**src/rtl/d0_fifo_reader_pkg.sv**
```systemverilog
// Shared definitions for the D0 transmit FIFO read-side controller.
// Holds FSM state encodings and default widths.
package d0_fifo_reader_pkg;

  localparam int D0_DATA_WIDTH     = 6;
  localparam int D0_BUF_ADDR_WIDTH = 2;

  typedef enum logic [1:0] {
    ST_IDLE  = 2'd0,
    ST_RUN   = 2'd1,
    ST_FLUSH = 2'd2
  } d0_state_t;

endpackage

```
**src/rtl/d0_fifo_reader_if.sv**
```systemverilog
// Bundle of FIFO-side and downstream-side signals of the D0 FIFO reader.
// Downstream handshake: a word moves on a posedge where valid_out & ready_in;
// while ready_in = 0, valid_out/data_out hold; data_out is 0 whenever valid_out = 0.
interface d0_fifo_reader_if
  import d0_fifo_reader_pkg::*;
#(
  parameter int DW = D0_DATA_WIDTH
) ();

  logic          enable;
  logic          fifo_empty;
  logic          fifo_error;
  logic [DW-1:0] fifo_data_out;
  logic          fifo_rd_enable;
  logic          pause;
  logic          ready_in;
  logic          valid_out;
  logic [DW-1:0] data_out;
  logic          busy;
  logic          error_out;
  logic [7:0]    word_cnt;
  d0_state_t     state;

  modport master (
    input  enable, fifo_empty, fifo_error, fifo_data_out, pause, ready_in,
    output fifo_rd_enable, valid_out, data_out, busy, error_out, word_cnt, state
  );

  modport slave (
    output enable, fifo_empty, fifo_error, fifo_data_out, pause, ready_in,
    input  fifo_rd_enable, valid_out, data_out, busy, error_out, word_cnt, state
  );

endinterface

```
**src/rtl/d0_reader_buf.sv**
```systemverilog
// Small circular output buffer: captured FIFO words queue here until the
// downstream stage accepts them. Head is forced to 0 while empty.
module d0_reader_buf
  import d0_fifo_reader_pkg::*;
#(
  parameter int DW = D0_DATA_WIDTH,
  parameter int AW = D0_BUF_ADDR_WIDTH
) (
  input  logic          clk,
  input  logic          reset_L,
  input  logic          push,
  input  logic [DW-1:0] push_data,
  input  logic          pop,
  output logic          valid,
  output logic [DW-1:0] head,
  output logic [AW:0]   occ
);

  localparam int DEPTH = 1 << AW;

  logic [DW-1:0] r_mem [DEPTH];
  logic [AW-1:0] r_wptr;
  logic [AW-1:0] r_rptr;
  logic [AW:0]   r_occ;
  logic          w_full;
  logic          w_empty;
  logic          w_do_push;
  logic          w_do_pop;

  assign w_full    = (r_occ == (AW+1)'(DEPTH));
  assign w_empty   = (r_occ == '0);
  assign w_do_pop  = pop && !w_empty;
  // A push into a full buffer is only accepted when a pop frees a slot this edge.
  assign w_do_push = push && (!w_full || w_do_pop);

  always_ff @(posedge clk or negedge reset_L) begin
    if (!reset_L) begin
      r_wptr <= '0;
      r_rptr <= '0;
      r_occ  <= '0;
      for (int i = 0; i < DEPTH; i++) begin
        r_mem[i] <= '0;
      end
    end else begin
      if (w_do_push) begin
        r_mem[r_wptr] <= push_data;
        r_wptr        <= r_wptr + 1'b1;
      end
      if (w_do_pop) begin
        r_rptr <= r_rptr + 1'b1;
      end
      unique case ({w_do_push, w_do_pop})
        2'b10:   r_occ <= r_occ + 1'b1;
        2'b01:   r_occ <= r_occ - 1'b1;
        default: r_occ <= r_occ;
      endcase
    end
  end

  assign valid = !w_empty;
  assign head  = w_empty ? '0 : r_mem[r_rptr];
  assign occ   = r_occ;

endmodule

```
**src/rtl/d0_fifo_reader.sv**
```systemverilog
// Read-side controller for the D0 transmit FIFO: issues legal reads, absorbs
// the 1-cycle read latency and forwards words over a valid/ready handshake.
module d0_fifo_reader
  import d0_fifo_reader_pkg::*;
#(
  parameter int DW = D0_DATA_WIDTH,
  parameter int AW = D0_BUF_ADDR_WIDTH
) (
  input  logic            clk,
  input  logic            reset_L,
  d0_fifo_reader_if.master bus
);

  localparam int DEPTH = 1 << AW;

  d0_state_t     r_state;
  d0_state_t     w_state_nxt;
  logic          r_inflight;
  logic          r_error;
  logic [7:0]    r_word_cnt;
  logic          w_rd_en;
  logic          w_pop;
  logic          w_valid;
  logic          w_overflow;
  logic [DW-1:0] w_head;
  logic [AW:0]   w_occ;
  logic [AW+1:0] w_committed;

  // Slots already claimed: buffered words plus the read whose data is on its way.
  assign w_committed = {1'b0, w_occ} + {{(AW+1){1'b0}}, r_inflight};

  always_ff @(posedge clk or negedge reset_L) begin
    if (!reset_L) begin
      r_state <= ST_IDLE;
    end else begin
      r_state <= w_state_nxt;
    end
  end

  always_comb begin
    w_state_nxt = r_state;
    w_rd_en     = 1'b0;
    unique case (r_state)
      ST_IDLE: begin
        if (bus.enable) w_state_nxt = ST_RUN;
      end
      ST_RUN: begin
        if (!bus.enable) w_state_nxt = ST_FLUSH;
        w_rd_en = !bus.fifo_empty && !bus.pause &&
                  (w_committed < (AW+2)'(DEPTH));
      end
      ST_FLUSH: begin
        if (bus.enable)                        w_state_nxt = ST_RUN;
        else if (!r_inflight && (w_occ == '0)) w_state_nxt = ST_IDLE;
      end
      default: w_state_nxt = ST_IDLE;
    endcase
  end

  always_ff @(posedge clk or negedge reset_L) begin
    if (!reset_L) begin
      r_inflight <= 1'b0;
      r_error    <= 1'b0;
      r_word_cnt <= '0;
    end else begin
      r_inflight <= w_rd_en;
      if (bus.fifo_error || w_overflow) r_error <= 1'b1;
      if (w_pop) r_word_cnt <= r_word_cnt + 8'd1;
    end
  end

  assign w_pop      = w_valid && bus.ready_in;
  assign w_overflow = r_inflight && (w_occ == (AW+1)'(DEPTH)) && !w_pop;

  // fifo_data_out is only meaningful in the cycle after a read; its idle zeros are never captured.
  d0_reader_buf #(
    .DW (DW),
    .AW (AW)
  ) u_buf (
    .clk       (clk),
    .reset_L   (reset_L),
    .push      (r_inflight),
    .push_data (bus.fifo_data_out),
    .pop       (w_pop),
    .valid     (w_valid),
    .head      (w_head),
    .occ       (w_occ)
  );

  assign bus.fifo_rd_enable = w_rd_en;
  assign bus.valid_out      = w_valid;
  assign bus.data_out       = w_head;
  assign bus.busy           = (r_state != ST_IDLE) || r_inflight || (w_occ != '0);
  assign bus.error_out      = r_error;
  assign bus.word_cnt       = r_word_cnt;
  assign bus.state          = r_state;

endmodule

```
**src/flat_wrapper.sv**
```systemverilog
// flat-port wrapper written by rule: the top's interface ports become plain ports
module d0_fifo_reader_flat import d0_fifo_reader_pkg::*;
#(
  parameter int DW = D0_DATA_WIDTH,
  parameter int AW = D0_BUF_ADDR_WIDTH
)
  (clk, reset_L, bus_enable, bus_fifo_empty, bus_fifo_error, bus_fifo_data_out, bus_pause, bus_ready_in, bus_fifo_rd_enable, bus_valid_out, bus_data_out, bus_busy, bus_error_out, bus_word_cnt, bus_state);
  d0_fifo_reader_if #(.DW(DW)) bus_i ();
  input  logic clk;
  input  logic reset_L;
  input wire logic [$bits(bus_i.enable)-1:0] bus_enable;
  input wire logic [$bits(bus_i.fifo_empty)-1:0] bus_fifo_empty;
  input wire logic [$bits(bus_i.fifo_error)-1:0] bus_fifo_error;
  input wire logic [$bits(bus_i.fifo_data_out)-1:0] bus_fifo_data_out;
  input wire logic [$bits(bus_i.pause)-1:0] bus_pause;
  input wire logic [$bits(bus_i.ready_in)-1:0] bus_ready_in;
  output wire logic [$bits(bus_i.fifo_rd_enable)-1:0] bus_fifo_rd_enable;
  output wire logic [$bits(bus_i.valid_out)-1:0] bus_valid_out;
  output wire logic [$bits(bus_i.data_out)-1:0] bus_data_out;
  output wire logic [$bits(bus_i.busy)-1:0] bus_busy;
  output wire logic [$bits(bus_i.error_out)-1:0] bus_error_out;
  output wire logic [$bits(bus_i.word_cnt)-1:0] bus_word_cnt;
  output wire logic [$bits(bus_i.state)-1:0] bus_state;
  assign bus_i.enable = bus_enable;
  assign bus_i.fifo_empty = bus_fifo_empty;
  assign bus_i.fifo_error = bus_fifo_error;
  assign bus_i.fifo_data_out = bus_fifo_data_out;
  assign bus_i.pause = bus_pause;
  assign bus_i.ready_in = bus_ready_in;
  assign bus_fifo_rd_enable = bus_i.fifo_rd_enable;
  assign bus_valid_out = bus_i.valid_out;
  assign bus_data_out = bus_i.data_out;
  assign bus_busy = bus_i.busy;
  assign bus_error_out = bus_i.error_out;
  assign bus_word_cnt = bus_i.word_cnt;
  assign bus_state = bus_i.state;
  d0_fifo_reader #(.DW(DW), .AW(AW)) u_core (.clk(clk), .reset_L(reset_L), .bus(bus_i));
endmodule
```
**config.mk**
```make
export PLATFORM = sky130hd
export DESIGN_NAME = d0_fifo_reader_flat
export DESIGN_NICKNAME = d
export VERILOG_FILES = /design/src/rtl/d0_fifo_reader_pkg.sv /design/src/rtl/d0_fifo_reader_if.sv /design/src/rtl/d0_reader_buf.sv /design/src/rtl/d0_fifo_reader.sv /design/src/flat_wrapper.sv
export SDC_FILE = /design/constraint.sdc
export NUM_CORES = 1
export LEC_CHECK = 0
export ABC_AREA = 1
export CELL_PAD_IN_SITES_DETAIL_PLACEMENT = 1
export CELL_PAD_IN_SITES_GLOBAL_PLACEMENT = 2
export CORE_UTILIZATION = 34
export CTS_CLUSTER_DIAMETER = 40
export DETAILED_ROUTE_END_ITERATION = 10
export HOLD_SLACK_MARGIN = 0.15
export PLACE_DENSITY_LB_ADDON = 0.1
export SLEW_MARGIN = 5
export SYNTH_ARGS = -nofsm -noshare
export SYNTH_HDL_FRONTEND = slang
export SYNTH_SLANG_ARGS = --single-unit
```
**constraint.sdc**
```tcl
create_clock -name clk -period 3.62 [get_ports clk]
set_input_delay 0.724 -clock clk [delete_from_list [all_inputs] [get_ports clk]]
set_output_delay 0.724 -clock clk [all_outputs]
set_load 0.01 [all_outputs]
```
# --- Word-level counts from Yosys, hierarchy flattened ---
# Index checks and enable logic that the tools add are counted.
op_classes:
  n_reduce_logical: 25
  n_shift: 0
  add_sub_neg: 6
  n_lt_le_gt_ge: 4
  div: 0
  n_mux: 14
  n_eq_ne: 8
  multipliers: 0
  bitwise_logic: 2
op_table:
  columns: ["cell", "count"]
  rows:
  - ["bitwise mux 24 bit", 1]
  - ["two-way mux 6 bit", 4]
  - ["binary-select mux 6 bit (select 2 bit)", 1]
  - ["demux 6 bit (select 2 bit)", 1]
  - ["logical AND 1 bit", 9]
  - ["adder 8 x 1 -> 8 bit, second input constant", 1]
  - ["two-way mux 2 bit", 4]
  - [">= comparator 3 bit, second input constant", 2]
  - ["logical NOT 1 bit", 6]
  - ["inverter 2 -> 3 bit", 2]
  - ["one-hot mux 2 bit (3 select lines)", 1]
  - ["one-hot mux 3 bit (2 select lines)", 1]
  - ["adder 2 x 1 -> 2 bit, second input constant", 2]
  - ["adder 3 x 1 -> 4 bit", 1]
  - ["equality test 2 x 1 -> 1 bit, second input constant", 2]
  - ["equality test 2 bit, second input constant", 2]
  - ["logical OR 1 bit", 4]
  - ["< comparator 4 x 3 -> 1 bit, second input constant", 1]
  - ["inequality test 2 bit, second input constant", 2]
  - ["nonzero test 2 bit", 2]
  - ["adder 3 x 1 -> 3 bit, second input constant", 1]
  - ["equality test 3 bit, second input constant", 1]
  - ["logical NOT 3 bit", 1]
  - ["< comparator 3 x 1 -> 1 bit, second input constant", 1]
  - ["6 further kinds", 6]
word_totals:
  ramBits: 0
  output_inout_bits: 20
  mem_bits_ro: 0
  register_bits: 43
  word_cells: 70
  input_bits: 13
  latch_bits: 0
  mem_count: 0

# --- Depth between registers and ports, before layout ---
# Gate-level depths: netlist (run 1).
depth:
  depth_word: 8
  depth_mapped: 9
  ltp_nobuf: 9

# --- Modules after synthesis ---
# A second synthesis (run 1) with hierarchy kept.
unflattened:
  hier_cells: 291
  area_unflattened_um2: 2309.7
by_module_without_submodules:
  columns: ["module", "seq_area_each_um2", "cells_each", "area_per_inst_um2", "instances"]
  rows:
  - ["d0_reader_buf", 775.7, 217, 1706.6, 1]
  - ["d0_fifo_reader", 300.3, 74, 603.1, 1]

# --- Worst setup path before layout (run 1) ---
# No wires, ideal clock.
synth_timing:
  path_kind: "input to register"
  from: "input bus_ready_in"
  to: "register u_core.u_buf.r_occ[2], in the netlist u_core.u_buf.occ[2]"
  t_arrival_ps: 2095
  n_path_buf: 0
  required_time_ps: 3541
  cell_stages: 9
  setup_slack_ps: 1446
  setup_ps: 79
  cell_sequence: "inv_2 nand3_4 nand2_1 ha_1 inv_1 fa_1 or2_2 nand2_1 xor2_1"
synth_between:
  elab_chain_cells: 6
  elab_cells_between_ends: 8
  classes_between: "eq/ne: 2; mux: 1; reduce/logical: 5"
synth_lines:
  columns: ["item", "line", "text"]
  rows:
  - ["from (decl)", "flat_wrapper.sv:16", "input wire logic [$bits(bus_i.ready_in)-1:0] bus_ready_in;"]
  - ["logical AND 1 bit *", "d0_fifo_reader.sv:72", "assign w_pop = w_valid && bus.ready_in;"]
  - ["logical AND 1 bit *", "d0_reader_buf.sv:32", "assign w_do_pop = pop && !w_empty;"]
  - ["logical OR 1 bit", "d0_reader_buf.sv:34", "assign w_do_push = push && (!w_full || w_do_pop);"]
  - ["logical AND 1 bit", "d0_reader_buf.sv:34", null]
  - ["equality test 2 x 1 -> 1 bit / equality test 2 bit (equally long branches)", "d0_reader_buf.sv:52", "unique case ({w_do_push, w_do_pop})"]
  - ["one-hot mux 3 bit (2 select lines) / nonzero test 2 bit (equally long branches)", null, null]
  - ["to (signal assigned)", "d0_reader_buf.sv:53", "2'b10: r_occ <= r_occ + 1'b1;"]
  - ["to (signal assigned)", "d0_reader_buf.sv:54", "2'b01: r_occ <= r_occ - 1'b1;"]
  - ["to (signal assigned)", "d0_reader_buf.sv:55", "default: r_occ <= r_occ;"]
  - ["to (decl)", "d0_reader_buf.sv:24", "logic [AW:0] r_occ;"]
# Every way passes the cells marked *; elsewhere a longest branch is shown, timed or not.
# A chain may end at the register's enable or synchronous reset.

# --- Final worst setup path (run 1) ---
layout_timing:
  from: "register u_core.u_buf.r_rptr[0]"
  to: "output bus_data_out[0]"
layout_between:
  elab_chain_cells: 5
layout_lines:
  columns: ["item", "line", "text"]
  rows:
  - ["from (decl)", "d0_reader_buf.sv:23", "logic [AW-1:0] r_rptr;"]
  - ["from (signal assigned)", "d0_reader_buf.sv:50", "r_rptr <= r_rptr + 1'b1;"]
  - ["inverter 2 -> 3 bit (implied by the code)", "d0_reader_buf.sv:61", "assign head = w_empty ? '0 : r_mem[r_rptr];"]
  - ["binary-select mux 6 bit (select 2 bit)", "d0_reader_buf.sv:61", null]
  - ["two-way mux 6 bit (implied by the code) (2 in series)", "d0_reader_buf.sv:61", null]
  - ["two-way mux 6 bit", "d0_reader_buf.sv:61", null]
  - ["to (decl)", "flat_wrapper.sv:19", "output wire logic [$bits(bus_i.data_out)-1:0] bus_data_out;"]
# No other way between the ends. The select of a mux whose other input is x is not followed.

==> results of run 1 <==
final cells by class:
cell class	count	area, sq um
inverter	26	97.59
clock inverter	2	12.51
tap	75	93.84
clock buffer	6	72.57
fill	714	3402
multi-input combinational	168	885.9
sequential	43	1076
timing repair buffer	32	315.3
stage by stage:
step           hold slack [ns]  util, %  worst slack [ns]  instances  power (mW)
2_1_floorplan           0.4284        -             1.446        244       1.328
3_3_place_gp            0.4618    41.45            0.7601        344       1.667
3_5_place_dp            0.4716    41.45            0.6938        344       1.680
4_1_cts                 0.4928    42.88            0.6228        352       1.991
5_1_grt                 0.5296    42.88            0.4614        352       2.142
6_report                0.4865    42.88            0.6664        352       1.956
kinds of logic (layout without fill, tap and decap cells):
| kind of cell | count (synthesis) | count (layout) |
|---|---|---|
| adders and majority gates | 7 | 7 |
| buffers and inverters | 33 | 66 |
| AOI/OAI and AO/OA | 52 | 52 |
| and+or+nand+nor | 103 | 103 |
| xor gates and xnor gates | 6 | 6 |
| DFF | 43 | 43 |
path summary, 6_finish.rpt:
check | depth (start not counted) | endpoint | slack [ns]
hold / removal | 2 | u_core.u_buf.r_mem[15] | 0.49
setup / recovery | 4 | bus_data_out[0] | 0.67
min in group asynchronous | 1 | u_core.bus.state[0] | 0.58
max in group asynchronous | 1 | u_core.bus.word_cnt[5] | 2.44
setup reg to reg | 8 | u_core.u_buf.occ[2] | 1.46
hold reg to reg | 2 | u_core.u_buf.r_mem[15] | 0.49
Yosys cell counts:
cell      count  area (sq um)
a21oi_2       1         8.760
ha_1          6         75.07
inv_2         1         3.750
nand3_4       1         17.52
nor2_4        1         11.26
xor2_1        4         35.03
nand3_2       4         40.04
o21ai_0      31         155.2
nor3_1        3         15.01
nand3b_1      2         15.01
a21oi_1       8         40.04
nand4_1       3         18.77
nand2_2       1         6.260
xnor2_1       2         17.52
fa_1          1         20.02
o21ai_1      11         55.05
dfrtp_1      43          1076
or2_2         1         6.260
nand2_4       1         11.26
buf_6         4         45.04
inv_1        25         93.84
nand2_1      49         183.9
o21a_1        1         7.510
nand3_1       6         30.03
buf_2         3         15.01
nor2_1       31         116.4
layer usage:
layer	track usage, %	up-vias
met5	0	-
met4	5.357	0
met3	2.809	7
met2	26.89	26
met1	23.60	790
li1	-	845
sequential cells by signal, summed over array words and instances, names as in the netlist:
register              flops
u_core.bus.error_out      1
u_core.bus.state          2
u_core.bus.word_cnt       8
u_core.r_inflight         1
u_core.u_buf.occ          3
u_core.u_buf.r_mem       24
u_core.u_buf.r_rptr       2
u_core.u_buf.r_wptr       2
worst max-delay path: stages (launching register included):
cell and delay, ns:
dfrtp_1 0.58, inv_1 0.43, o21ai_0 0.18, a21oi_1 0.18, clkdlybuf4s50_1 0.56
report_power, final:
| group | switching [mW] | internal (mW) | leakage (nW) |
|---|---|---|---|
| registers | 0.165 | 0.662 | 0.552 |
| logic | 0.438 | 0.387 | 0.573 |
| clock network | 0.170 | 0.135 | 0.0412 |
| total | 0.773 | 1.18 | 1.17 |
==> qor.yml, run 1 <==
setup_path:
  worstPathRequired_ns: 2.90
  worstReg2RegStart: "u_core.u_buf.occ[2]"
  arrival_ns: 2.23
  cp_max_fo: 14
  startpoint: "u_core.u_buf.r_rptr[0]"
  critPathKind: "flop to output pin"
  crit_path_start_kind: "flop"
  endpoint_kind: "output pin"
sta:
  rsz0062_at_grt: "no"
  max_freq_mhz: 338.6
  finalSetupViolCount: 0
  slew_violations: 0
  period_minus_slack_ns: 2.954
  fin_crit_sh_pct: 81.59
  hold_viol: 0
  skew_ns: 0.004475
  worst_pin_slew_ns: 0.9708
  maxSlewHeadroom_pct: 35.28
  tns_ns: 0
run_status:
  status: "completed"
grt:
  grt_pass1_vias: 1650
  grt_pass1_wl_mm: 8.314
  grtUsageTotal_pct: 16.97
  gr-total-overflow: 0
  grt_max_degree: 44
  antenna_found_initial: 0
yosys:
  synth_simple_gate_area_share_pct: 22.26
  avgSynthCellArea_sq_um: 8.687
  ys.warnings.count: 0
  synthMuxAreaShare_pct: 0
  synth_area_sq_um: 2120
  yosys.cell_types.count: 26
  synthXorXnorAreaFrac_pct: 2.479
  synth_compound_area_share_pct: 12.57
  ys_ff_latch: 43
  netlist_instances: 244
  synth_nets: 264
  synth_top_family_by_area: "simple AND/OR/NAND/NOR gates"
  synthAdderAreaFrac_pct: 4.486
  yosysSeqAreaShare_pct: 50.77
final_layout:
  syn_to_final_growth_pct: 20.48
  drive_gt1_share_pct: 6.859
  final_common_cell: "nand2_1"
  num-nets-final: 296
  final_cell_mix: "nand2_1, dfrtp_1, nor2_1, o21ai_0, clkdlybuf4s50_1"
  diodes: 0
  postLayoutCellArea_sq_um: 2554
routing:
  met1_length_mm: 2.398
  routed_wl_mm: 4.832
  vias_per_cell: 4.739
  wl_met2_mm: 2.225
  drtIter0Drc: 57
  vias: 1668
  drcViolationCount: 0
  first_pass_iters: 4
  wl_per_cell_microns: 13.73
  topRoutingLayerUsed: "met4"
  wl_met3_microns: 141
  ant_nets: 0
floorplanning:
  initial_core_util_pct: 35.59
  ios: 33
  die_w_microns: 80.96
  fp.dieH_microns: 80.96
  row_count: 28
  design.die.area_sq_um: 6554
  core_sq_um: 5956
clock_tree:
  cts_setup_buffers: 0
  h-tree-depth: 2
  cts_buffers: 5
  root_buffer: "clkbuf_8"
  cts.hold.buffers_added: 0
  insertion_delay_ns: 0.30
  clkTransAtPathRegs_ns: 0.09
  cts_tree: "built"
  cts_buffer_depth: 2
  post_cts_resized: 0
  clock_sinks: 43
hold_path:
  holdCritStartpoint: "u_core.u_buf.r_mem[15]"
  worstHoldPathType: "flop to flop"
power:
  ir_drop_v: 0.0002821
  p_leak_nw: 1.166
  pwr_density_cell_nw_per_um2: 766.1
placed_design:
  hpwlAfterDp_mm: 3.447
  globalplace.congestion: 0.6831
  io_buffers: 32
  postPlaceCellArea_sq_um: 2469
run:
  cap_viol_max_count: 0
Power figures use the tool's default switching activity.
==> run 2, diff against run 1 <==
CORE_UTILIZATION = 32   (was 34)
clock period = 2.9 ns   (was 3.62 ns; I/O delays follow)
==> run 2 against run 1 <==
Compared with the run above:
- non-clock buffer count rose by 3
- via count up 1.1%
- power increased by 27%
- utilization shrank 2.3 points
- final cell count rose by 1.4%
- critical path depth rose by 1
- hold slack worse by 0.32 ns
- clock power is 38% higher
- sequential share of layout area down 0.65 points
- largest power group is now combinational logic
- register-to-register slack lost 0.70 ns
==> qor.yml, run 2 (synthesized netlist as in run 1, its figures left out) <==
run_status:
  status: "completed"
setup_path:
  cp_max_fo: 8  # -6
  r2r_setup_slack_ns: 0.76  # -0.70 ns
  critPathKind: "flop to output pin"
  worstReg2RegStart: "u_core.u_buf.occ[0]"
  endpoint_kind: "output pin"
  r2r_end: "u_core.u_buf.occ[2]"
  arrival_ns: 2.03  # -0.20 ns
  crit_path_start_kind: "flop"
  reg2reg_depth: 9  # +1
  worstPathRequired_ns: 2.32  # -0.58 ns
sta:
  hold_viol: 0  # unchanged
  rsz0062_at_grt: "no"
  tns_ns: 0  # unchanged
  period_minus_slack_ns: 2.607
  skew_ns: 0.004738  # +0.0002625 ns
  fin_crit_sh_pct: 89.90
  worst_pin_slew_ns: 0.4300  # -0.5408 ns
  max_freq_mhz: 383.6
  finalSetupViolCount: 0  # unchanged
  slew_violations: 0  # unchanged
  maxSlewHeadroom_pct: 71.30  # +36 points
final_layout:
  num-nets-final: 299  # +1.0%
  final.fill_count: 772  # +8.1%
  diodes: 0  # unchanged
  ff_latch_area_sq_um: 1076  # unchanged
  drive_gt1_share_pct: 7.857  # +1.0 points
  multi_input_area_sq_um: 885.9  # unchanged
  final_cells: 357  # +1.4%
  final_cell_mix: "nand2_1, dfrtp_1, nor2_1, o21ai_0, clkdlybuf4s50_1"
  final_common_cell: "nand2_1"
  top_register: "u_core.u_buf.r_mem"
  syn_to_final_growth_pct: 22.37
  largest_reg_flops: 24  # unchanged
floorplanning:
  ios: 33  # unchanged
  initial_core_util_pct: 33.19  # -2.4 points
  row_count: 29  # +3.6%
  design.die.area_sq_um: 6953  # +6.1%
  fp.dieH_microns: 83.39  # +3.0%
  core_sq_um: 6386  # +7.2%
  die_w_microns: 83.39  # +3.0%
power:
  pwr_density_cell_nw_per_um2: 961.2  # +25%
  p_leak_nw: 1.191  # +2.1%
  ir_drop_v: 0.0004589  # +63%
run:
  cap_viol_max_count: 0  # unchanged
clock_tree:
  root_buffer: "clkbuf_8"
  cts_buffer_depth: 2  # unchanged
  cts_buffers: 5  # unchanged
  clkTransAtPathRegs_ns: 0.08  # about the same
  cts.hold.buffers_added: 0  # unchanged
  cts_setup_buffers: 0  # unchanged
  insertion_delay_ns: 0.30  # about the same
  cts_tree: "built"
  clock_sinks: 43  # unchanged
  post_cts_resized: 0  # unchanged
  h-tree-depth: 2  # unchanged
routing:
  drcViolationCount: 0  # unchanged
  drtIter0Drc: 87  # +53%
  vias: 1686  # +1.1%
  wl_per_cell_microns: 13.99  # +1.9%
  first_pass_iters: 4  # unchanged
  vias_per_cell: 4.723  # -0.34%
  ant_nets: 0  # unchanged
  routed_wl_mm: 4.993  # +3.3%
grt:
  grt_pass1_wl_mm: 8.735  # +5.1%
  gr-total-overflow: 0  # unchanged
  grt_pass1_vias: 1782  # +8.0%
  grt_use_met1_pct: 21.43  # -2.2 points
  use_met3_pct: 3.479  # +0.67 points
  grt_use_met2_pct: 26.08  # -0.81 points
  grt_max_degree: 31  # -30%
  antenna_found_initial: 0  # unchanged
  grtUsageTotal_pct: 16.10  # -0.87 points
  grt.busiest_layer: "met2"
placed_design:
  hpwlAfterDp_mm: 3.523  # +2.2%
  io_buffers: 32  # unchanged
  dp_cells: 349  # +1.5%
  globalplace.congestion: 0.6949  # +1.7%
hold_path:
  worstHoldPathType: "input port to async pin"
## run 2: cell count changes in the layout (fill, tap and decap cells not counted)
cell        previous run  this run
clkinv_2               1         0
clkinvlp_4             1         0
buf_4                  0         3
clkbuf_8               5         7
## run 2: routing by layer
metal | routed length [microns] | part of all wire (%)
met1 | 2442 | 49
met2 | 2299 | 46
met3 | 182 | 3.6
met4 | 69 | 1.4
met5 | 0 | 0
## run 2: where the power goes
part	switching (mW)	total [mW]	internal, mW	leakage, nW
registers	0.173	1.00	0.827	0.552
clock network	0.203	0.421	0.218	0.0515
logic	0.575	1.07	0.497	0.587
total	0.952	2.49	1.54	1.19
## run 2: critical path, stage by stage (launching register included)
cell and delay (ns):
dfrtp_1 0.54, inv_1 0.24, nor2_1 0.14, o21ai_1 0.07
a21oi_1 0.19, clkdlybuf4s50_1 0.56
## run 2: how the worst max path moves through the flow
stage,startpoint,end,slack [ns],cells past startpoint
6_report,u_core.u_buf.r_rptr[1],bus_data_out[5],0.29,5
5_1_grt,u_core.u_buf.r_rptr[1],bus_data_out[5],0.05,5
4_1_cts,u_core.u_buf.r_rptr[1],bus_data_out[5],0.23,5
3_5_place_dp,bus_ready_in,u_core.u_buf.occ[2],0.19,10
3_3_place_gp,bus_ready_in,u_core.u_buf.occ[2],0.26,10
2_1_floorplan,bus_ready_in,u_core.u_buf.occ[2],0.87,9
## run 2: area by class of cell
cell class / instances / share of cell area [%]
clock buffers: 8 / 3.859
inverters: 26 / 3.763
multi-input cells: 168 / 34.15
flip-flops and latches: 43 / 41.49
well taps: 77 / 3.714
repair buffers: 35 / 13.02
## run 2: per-stage QoR
step / power (mW) / setup WS [ns] / hold WS [ns] / cell area, sq um / util (%)
finish: 2.493 / 0.2929 / 0.1671 / 2594 / 40.62
global route: 2.747 / 0.04542 / 0.1861 / 2594 / 40.62
CTS: 2.543 / 0.2328 / 0.1691 / 2594 / 40.62
detailed placement: 2.110 / 0.1919 / 0.4681 / 2494 / 39.05
global placement: 2.091 / 0.2607 / 0.4657 / 2494 / 39.05
floorplan: 1.657 / 0.8696 / 0.2844 / 2120 / -
==> run 3, diff against run 2 <==
CORE_UTILIZATION = 30   (was 32)
PLACE_DENSITY_LB_ADDON = 0.25   (was 0.1)
clock period = 2.5 ns   (was 2.9 ns; I/O delays follow)
==> run 3 against run 2 <==
Compared with the run above:
- flip-flop and latch count did not move
- die area increased by 6.5%
- clock skew rose by 0.0050 ns
- sequential power grew 16%
- register-to-register slack got worse by 0.29 ns
- critical path depth is the same
- first-iteration DRC count down 13%
- setup slack got worse by 0.19 ns
- cell area increased by 2.2%
- combinational power grew 23%
- global-route usage is 0.75 points lower
- via count grew 0.89%
==> qor.yml, run 3 (synthesized netlist as in run 1, its figures left out) <==
sta:
  maxSlewHeadroom_pct: 62.95  # -8.3 points
  worst_pin_slew_ns: 0.5557  # +0.1257 ns
  rsz0062_at_grt: "no"
  hold_viol: 0  # unchanged
  skew_ns: 0.009695  # +0.004958 ns
  finalSetupViolCount: 0  # unchanged
  worst_slack_ns: 0.1035  # -0.1895 ns
  period_minus_slack_ns: 2.397
  tns_ns: 0  # unchanged
  slew_violations: 0  # unchanged
  fin_crit_sh_pct: 95.86
  max_freq_mhz: 417.3
routing:
  wl_per_cell_microns: 13.32  # -4.8%
  routed_wl_mm: 5.062  # +1.4%
  ant_nets: 0  # unchanged
  vias: 1701  # +0.89%
  first_pass_iters: 4  # unchanged
  vias_per_cell: 4.476  # -5.2%
  drcViolationCount: 0  # unchanged
  drtIter0Drc: 76  # -13%
final_layout:
  diodes: 0  # unchanged
  multi_input_area_sq_um: 893.4  # +0.85%
  final_common_cell: "nand2_1"
  final_cell_mix: "nand2_1, dfrtp_1, nor2_1, clkdlybuf4s50_1, o21ai_0"
  final.fill_count: 815  # +5.6%
  drive_gt1_share_pct: 10.92  # +3.1 points
  num-nets-final: 303  # +1.3%
  largest_reg_flops: 24  # unchanged
  syn_to_final_growth_pct: 25.09
  ff_latch_area_sq_um: 1076  # unchanged
  top_register: "u_core.u_buf.r_mem"
clock_tree:
  clock_sinks: 43  # unchanged
  cts_buffers: 5  # unchanged
  clkTransAtPathRegs_ns: 0.09  # about the same
  insertion_delay_ns: 0.30  # about the same
  cts_buffer_depth: 2  # unchanged
  root_buffer: "clkbuf_8"
  h-tree-depth: 2  # unchanged
  cts_tree: "built"
  cts_setup_buffers: 0  # unchanged
setup_path:
  critPathKind: "flop to output pin"
  cp_max_fo: 6  # -2
  endpoint_kind: "output pin"
  worstPathRequired_ns: 2.00  # -0.32 ns
  arrival_ns: 1.90  # -0.13 ns
  crit_path_start_kind: "flop"
grt:
  grt_pass1_wl_mm: 8.721  # -0.16%
  grt_pass1_vias: 1711  # -4.0%
  grtUsageTotal_pct: 15.35  # -0.75 points
  grt_max_degree: 44  # +42%
  antenna_found_initial: 0  # unchanged
  gr-total-overflow: 0  # unchanged
run:
  cap_viol_max_count: 0  # unchanged
run_status:
  status: "completed"
placed_design:
  place_ws_ns: 0.07374  # -0.1182 ns
  io_buffers: 32  # unchanged
  globalplace.congestion: 0.6996  # +0.68%
  hpwlAfterDp_mm: 3.532  # +0.26%
floorplanning:
  core_sq_um: 6794  # +6.4%
  ios: 33  # unchanged
  design.die.area_sq_um: 7405  # +6.5%
  fp.dieH_microns: 86.06  # +3.2%
  row_count: 30  # +3.4%
  initial_core_util_pct: 31.20  # -2.0 points
  die_w_microns: 86.06  # +3.2%
power:
  power_mw: 2.920  # +17%
  p_leak_nw: 1.186  # -0.46%
  pwr_density_cell_nw_per_um2: 1101  # +15%
  ir_drop_v: 0.0004079  # -11%
hold_path:
  worstHoldPathType: "input port to async pin"
[run 3: changes by cell type in the layout (fill, tap and decap cells not counted)]
cell and delta:
a21oi_2 +2, buf_6 +1, clkinv_2 +1, buf_4 +3
o21ai_0 -1, o21ai_1 +1, inv_2 +1, clkinvlp_4 +3
inv_1 -3, a21oi_1 -2, clkbuf_8 -2
[run 3: power breakdown]
part	internal (mW)	switching [mW]
logic	0.611	0.711
clock network	0.196	0.246
registers	0.959	0.198
[run 3: path summary, 6_finish.rpt]
kind                                       from                     end  slack, ns  depth (start not counted)
setup / recovery            u_core.u_buf.occ[2]         bus_data_out[5]       0.10                          5
hold / removal                          reset_L  u_core.u_buf.r_mem[12]       0.27                          2
setup reg to reg            u_core.u_buf.occ[0]     u_core.u_buf.occ[2]       0.47                          9
hold reg to reg            u_core.bus.error_out    u_core.bus.error_out       0.48                          2
max in group asynchronous               reset_L  u_core.bus.word_cnt[5]       1.84                          2
min in group clk           u_core.bus.error_out    u_core.bus.error_out       0.48                          2
[run 3: critical path, stage by stage (launching register included)]
cell and delay, ns:
dfrtp_1 0.42, inv_2 0.10, nand2_4 0.13, clkinvlp_4 0.22, a21oi_1 0.18, clkdlybuf4s50_1 0.56
[run 3: final cells by class]
type                            count  area share (%)
Sequential cell                    43           40.59
Multi-Input combinational cell    168           33.70
Timing Repair Buffer               39           14.02
Tap cell                           96           4.530
Inverter                           26           3.964
Clock buffer                        6           2.737
Clock inverter                      2          0.4719
[run 3: stage by stage]
stage,utilization [%],cell area (sq um),std cells,hold WS [ns]
floorplan,-,2120,244,0.2044
global placement,37.50,2547,372,0.4666
detailed placement,37.50,2547,372,0.4753
CTS,38.75,2633,380,0.2928
global route,39.02,2651,380,0.3099
finish,39.02,2651,380,0.2677
[run 3: what timing repair did]
item | 4_1_cts | 5_1_grt
hold buffers | 0 | 0
gates resized for setup | 0 | 7
endpoints found under the setup margin | 0 | 6
[run 3: metal layers]
layer | share of wire, % | track usage, %
met1 | 50 | 20.91
met2 | 47 | 24.75
met3 | 2.5 | 2.695
met5 | 0 | 0
met4 | 1.0 | 5.000
